==> src/rtl/logic_func_pipe_if.sv <==
// Operand/result handshake bundle for logic_func_pipe.
// master = producer/consumer side, slave = the function block.
interface logic_func_pipe_if #(
    parameter int WIDTH = 8
);
    logic             sel;
    logic             in_valid;
    logic             in_ready;
    logic [WIDTH-1:0] a, b, c, d, e, f, g, h;
    logic             out_valid;
    logic             out_ready;
    logic [WIDTH-1:0] y;
    logic [15:0]      xfer_count;

    modport master (
        output sel, in_valid, a, b, c, d, e, f, g, h, out_ready,
        input  in_ready, out_valid, y, xfer_count
    );

    modport slave (
        input  sel, in_valid, a, b, c, d, e, f, g, h, out_ready,
        output in_ready, out_valid, y, xfer_count
    );
endinterface

==> src/rtl/logic_func_pipe.sv <==
// Bitwise 8-input boolean function with run-time bypass or DEPTH-stage valid/ready pipeline.
// Optional output-handshake counter enabled by defining LFP_COUNT_EN.
module logic_func_pipe #(
    parameter int WIDTH = 8,
    parameter int DEPTH = 2
) (
    input  logic           clk,
    input  logic           rst,
    logic_func_pipe_if.slave bus
);
    logic [WIDTH-1:0] fn;
    logic [DEPTH-1:0] v_reg;
    logic [WIDTH-1:0] data_reg [DEPTH];
    logic [DEPTH:0]   rdy;
    logic             busy;
    logic             pipe_path;
    logic             accept;

    assign fn = (((bus.a & bus.b) | (bus.c ^ bus.d)) & (~bus.e | bus.f)) ^ (bus.g & ~bus.h);

    always_comb begin
        rdy        = '0;
        rdy[DEPTH] = bus.out_ready;
        for (int k = DEPTH - 1; k >= 0; k--) begin
            rdy[k] = ~v_reg[k] | rdy[k+1];
        end
    end

    assign busy      = |v_reg;
    assign pipe_path = busy | bus.sel;
    // With sel low a non-empty pipeline refuses input so it drains before bypass resumes.
    assign bus.in_ready  = bus.sel ? rdy[0] : (~busy & bus.out_ready);
    assign accept        = bus.sel & bus.in_valid & rdy[0];
    assign bus.out_valid = pipe_path ? v_reg[DEPTH-1] : bus.in_valid;
    assign bus.y         = !bus.out_valid ? '0 :
                           (pipe_path ? data_reg[DEPTH-1] : fn);

    // Stage k reloads whenever it is empty or its content is moving on.
    always_ff @(posedge clk) begin
        if (rst) begin
            v_reg <= '0;
            for (int k = 0; k < DEPTH; k++) begin
                data_reg[k] <= '0;
            end
        end else begin
            if (rdy[0]) begin
                v_reg[0] <= accept;
                if (accept) begin
                    data_reg[0] <= fn;
                end
            end
            for (int k = 1; k < DEPTH; k++) begin
                if (rdy[k]) begin
                    v_reg[k]    <= v_reg[k-1];
                    data_reg[k] <= data_reg[k-1];
                end
            end
        end
    end

`ifdef LFP_COUNT_EN
    logic [15:0] count_reg;

    always_ff @(posedge clk) begin
        if (rst) begin
            count_reg <= '0;
        end else if (bus.out_valid && bus.out_ready && count_reg != 16'hFFFF) begin
            count_reg <= count_reg + 16'd1;
        end
    end

    assign bus.xfer_count = count_reg;
`else
    assign bus.xfer_count = 16'h0000;
`endif
endmodule

==> src/flat_wrapper.sv <==
// flat-port wrapper written by rule: the top's interface ports become plain ports
module logic_func_pipe_flat 
#(
    parameter int WIDTH = 8,
    parameter int DEPTH = 2
)
  (clk, rst, bus_sel, bus_in_valid, bus_a, bus_b, bus_c, bus_d, bus_e, bus_f, bus_g, bus_h, bus_out_ready, bus_in_ready, bus_out_valid, bus_y, bus_xfer_count);
  logic_func_pipe_if #(.WIDTH(WIDTH)) bus_i ();
  input  logic clk;
  input  logic rst;
  input wire logic [$bits(bus_i.sel)-1:0] bus_sel;
  input wire logic [$bits(bus_i.in_valid)-1:0] bus_in_valid;
  input wire logic [$bits(bus_i.a)-1:0] bus_a;
  input wire logic [$bits(bus_i.b)-1:0] bus_b;
  input wire logic [$bits(bus_i.c)-1:0] bus_c;
  input wire logic [$bits(bus_i.d)-1:0] bus_d;
  input wire logic [$bits(bus_i.e)-1:0] bus_e;
  input wire logic [$bits(bus_i.f)-1:0] bus_f;
  input wire logic [$bits(bus_i.g)-1:0] bus_g;
  input wire logic [$bits(bus_i.h)-1:0] bus_h;
  input wire logic [$bits(bus_i.out_ready)-1:0] bus_out_ready;
  output wire logic [$bits(bus_i.in_ready)-1:0] bus_in_ready;
  output wire logic [$bits(bus_i.out_valid)-1:0] bus_out_valid;
  output wire logic [$bits(bus_i.y)-1:0] bus_y;
  output wire logic [$bits(bus_i.xfer_count)-1:0] bus_xfer_count;
  assign bus_i.sel = bus_sel;
  assign bus_i.in_valid = bus_in_valid;
  assign bus_i.a = bus_a;
  assign bus_i.b = bus_b;
  assign bus_i.c = bus_c;
  assign bus_i.d = bus_d;
  assign bus_i.e = bus_e;
  assign bus_i.f = bus_f;
  assign bus_i.g = bus_g;
  assign bus_i.h = bus_h;
  assign bus_i.out_ready = bus_out_ready;
  assign bus_in_ready = bus_i.in_ready;
  assign bus_out_valid = bus_i.out_valid;
  assign bus_y = bus_i.y;
  assign bus_xfer_count = bus_i.xfer_count;
  logic_func_pipe #(.WIDTH(WIDTH), .DEPTH(DEPTH)) u_core (.clk(clk), .rst(rst), .bus(bus_i));
endmodule
==> config.mk <==
export PLATFORM = sky130hd
export DESIGN_NAME = logic_func_pipe_flat
export DESIGN_NICKNAME = d
export VERILOG_FILES = /design/src/rtl/logic_func_pipe_if.sv /design/src/rtl/logic_func_pipe.sv /design/src/flat_wrapper.sv
export SDC_FILE = /design/constraint.sdc
export NUM_CORES = 1
export LEC_CHECK = 0
export CAP_MARGIN = 20
export CORE_UTILIZATION = 38
export DETAILED_ROUTE_END_ITERATION = 6
export PLACE_DENSITY = 0.87
export SETUP_SLACK_MARGIN = 0.02
export SLEW_MARGIN = 20
export SYNTH_ARGS = -nofsm -noshare
export SYNTH_HDL_FRONTEND = slang
export SYNTH_SLANG_ARGS = --single-unit
==> constraint.sdc <==
create_clock -name clk -period 3.82 [get_ports clk]
set_input_delay 0.573 -clock clk [delete_from_list [all_inputs] [get_ports clk]]
set_output_delay 0.573 -clock clk [all_outputs]
set_load 0.01 [all_outputs]
==> impl_results.md <==
* R2R depth at 3
* Vias at 1325
* Final count of pins violating max slew at 0
* Chip height at between 60 and 70 µm
* Finish-stage setup viols at 0
* Worst-Margin Slew at between 0.5 and 0.6 ns
* Post-synth EDFFs at 16
* Detailed Routing Iterations Pass 1 at 4
* Routed Antenna Nets at 0
* Synth top area cells: edfxtp_1 (36%), buf_4 (8.9%), nor2b_1 (7.4%), nand2_1 (5.6%), a211o_1 (5.2%)
* Port Buf Inserts at 78
* Hold Path Cell Cnt at 1
* Crit-path slowest cell: clkdlybuf4s50_1
* Wire length of the first global-routing pass at 4820 µm
* Hold endpoint: u_core.data_reg[0][10]
* Clock buffer depth at 2
* VDD IR-drop max at around 0.13 mV
* Final WL at 3110 µm
* Tcrit/Tclk final at 82.3%
* Min cycle time layout at 3.14 ns
* H-tree depth at 1
* Layout area overhead at 57.9%
* Post-detail-place hpwl at 2630 µm
* Synth Flop Type: edfxtp_1
* RSZ-0062 raised after global routing: false
* Crit. End Element: output pin
* Crit path buf inv count at 2
* Max_slew headroom at 62.0%
* Leakage at 0.000799 µW
* Die area at about 3800 µm²
* Cts bufs inserted at 3
* Cell variety after synth at 26
* Critical path origin: bus_sel
* CTS tree: yes
* Die W at about 60 µm
* Initial core utilization at 40.0%
* WP data arrival at about 2.6 ns
* Crit path cell chain: clkdlybuf4s50_1 > nor4b_4 > a21oi_1 > a41oi_1 > clkdlybuf4s50_1
* Cell Area, Synth at 1350 µm²
* Sequential element share of the synthesized area at 38.7%
* Post-CTS Resized at 0
* Power Dens Cells at 240 nW/µm²
* Clock-pin slew of the registers on the worst-case setup and hold paths at 0.11 ns
* Fill cells at 290
* # rows at 21
* Crit start category: input pin
* Core area at ~3400 µm²
* Synthesized area per cell at about 9.2 µm²
* GRT Residual Overflow at 0
* 1st-iter DRT viols at 18
* Post-synth ARST share at 0%
* Worst R2R Start: u_core.v_reg[1]
* Synth Register Bits at 18
* Post-Route Utilization at 63.2%
* Max reg flops at 16
* Critical Path RT at 3.25 ns
* Min-delay worst type: reg2reg
* Synth top area share at 35.7%
* Status: complete, no violations
* CP delay by family, top: buffers and inverters
* Per-cell routed wire length at 11.5 µm
* Post-Syn Instances at 146
* R2R Setup Slk at about 2.1 ns
* CP Max Fanout at 8
* CP peak stage delay at 0.57 ns
* Hold Startpoint: u_core.data_reg[0][2]
* # IOs at between 90 and 100
* N_diodes at 0
* Proportion of layout cells with a drive suffix above 1 at 3.13%
* Root Buffer: clkbuf_4
* DR DRC count at 0
* CP dominant cell by count: clkdlybuf4s50_1
* CTS hold repair buffers at 0
* Number of global-route vias before repair at between 1000 and 1500
* Nets at 294
* GRT Overall Usage at 17.5%
* Skew-Pair Late Insertion Delay at 0.30 ns
* Setup_tns at 0 ns
* Setup CP Type: in2out
* Synth area leader: edfxtp_1
* Num Clock Sinks at 18
* Initial antenna violation count at 0
* Clock skew at 0.00916 ns
* Synth warn at 0
* Largest net degree at the start of global routing at 13
* Via density at roughly 5
* Routability congestion estimate at between 0.7 and 0.8
* R2R Path End: u_core.data_reg[0][3]
* Final hold vios at 0
* Post-CTS Setup Inserts at 0
* Max-Cap Viols at 0
* F_max at 318 MHz
power breakdown:
part,total (µW),internal [µW],switching [µW]
Combinational,171,106,64.8
Clock,101,40.7,60.3
Sequential,239,232,6.90
cells in the mapped netlist, types with 2 or more instances:
| cell | count |
|---|---|
| nor2_1 | 3 |
| a41oi_1 | 8 |
| nand3_1 | 8 |
| edfxtp_1 | 16 |
| buf_2 | 2 |
| a211o_1 | 8 |
| and2_1 | 8 |
| dfxtp_1 | 2 |
| a31oi_1 | 8 |
| nand2_1 | 20 |
| inv_1 | 2 |
| xnor2_1 | 8 |
| a21oi_1 | 10 |
| nor2b_1 | 16 |
| buf_4 | 16 |
worst max path at each step:
stage                     to  slack [ns]  cells past startpoint
global placement    bus_y[4]        0.74                      5
CTS                 bus_y[4]        0.68                      5
finish              bus_y[5]        0.68                      5
detailed placement  bus_y[4]        0.69                      5
global route        bus_y[5]        0.55                      5
floorplan           bus_y[0]        1.83                      4
cells by family (layout without fill, tap and decap cells):
kind of cell / count (synthesis) / count (layout) / synth area share (%)
AO/OA/AOI/OAI: 38 / 38 / 20.2
buffers and inverters: 21 / 84 / 11.1
XOR/XNOR: 8 / 8 / 5.20
other: 1 / 16 / 0.279
AND/OR/NAND/NOR: 60 / 60 / 24.6
flip-flops: 18 / 18 / 38.7
cell usage in the layout, fill, tap and decap left out:
cell type        instances
nor2_1                   3
and2_1                   8
clkdlybuf4s50_1         78
a21oi_1                 10
dfxtp_1                  2
a21oi_2                  1
conb_1                  16
nor2b_1                 16
nand3b_1                 1
clkbuf_4                 3
clkbuf_1                 1
a31oi_1                  8
nand2_1                 20
nand2b_1                 1
edfxtp_1                16
nor4b_4                  1
a211o_1                  8
a21o_1                   1
nand3_1                  8
xnor2_1                  8
a41oi_1                  8
and2b_1                  1
nor3_2                   1
a31o_2                   1
o22ai_1                  1
inv_1                    2
metal layers:
metal / part of all wire [%] / track usage (%) / routed length, µm
met5: 0 / 0 / 0
met4: 1.1 / 4.76 / 34
met1: 39 / 19.4 / 1210
met3: 7.0 / 3.57 / 219
met2: 53 / 33.5 / 1650
through the flow:
stage | setup slack, ns | cell area (µm²) | hold slack [ns] | power (µW) | instances
after global placement | 0.740 | 2100 | 0.502 | 411 | 266
after floorplan | 1.83 | 1400 | 0.497 | 328 | 161
final | 0.677 | 2130 | 0.533 | 511 | 270
after detailed placement | 0.691 | 2100 | 0.506 | 415 | 266
after CTS | 0.681 | 2130 | 0.530 | 510 | 270
after global routing | 0.547 | 2130 | 0.557 | 535 | 270
final cells by class:
type | count | area, µm² | share of cell area [%]
clock buffers | 4 | 26.3 | 1.24
flip-flops and latches | 18 | 520 | 24.5
repair buffers | 78 | 781 | 36.7
multi-input cells | 122 | 733 | 34.5
well taps | 46 | 57.6 | 2.71
inverters | 2 | 7.51 | 0.353
Note: power is estimated with default switching activity, not from simulation.
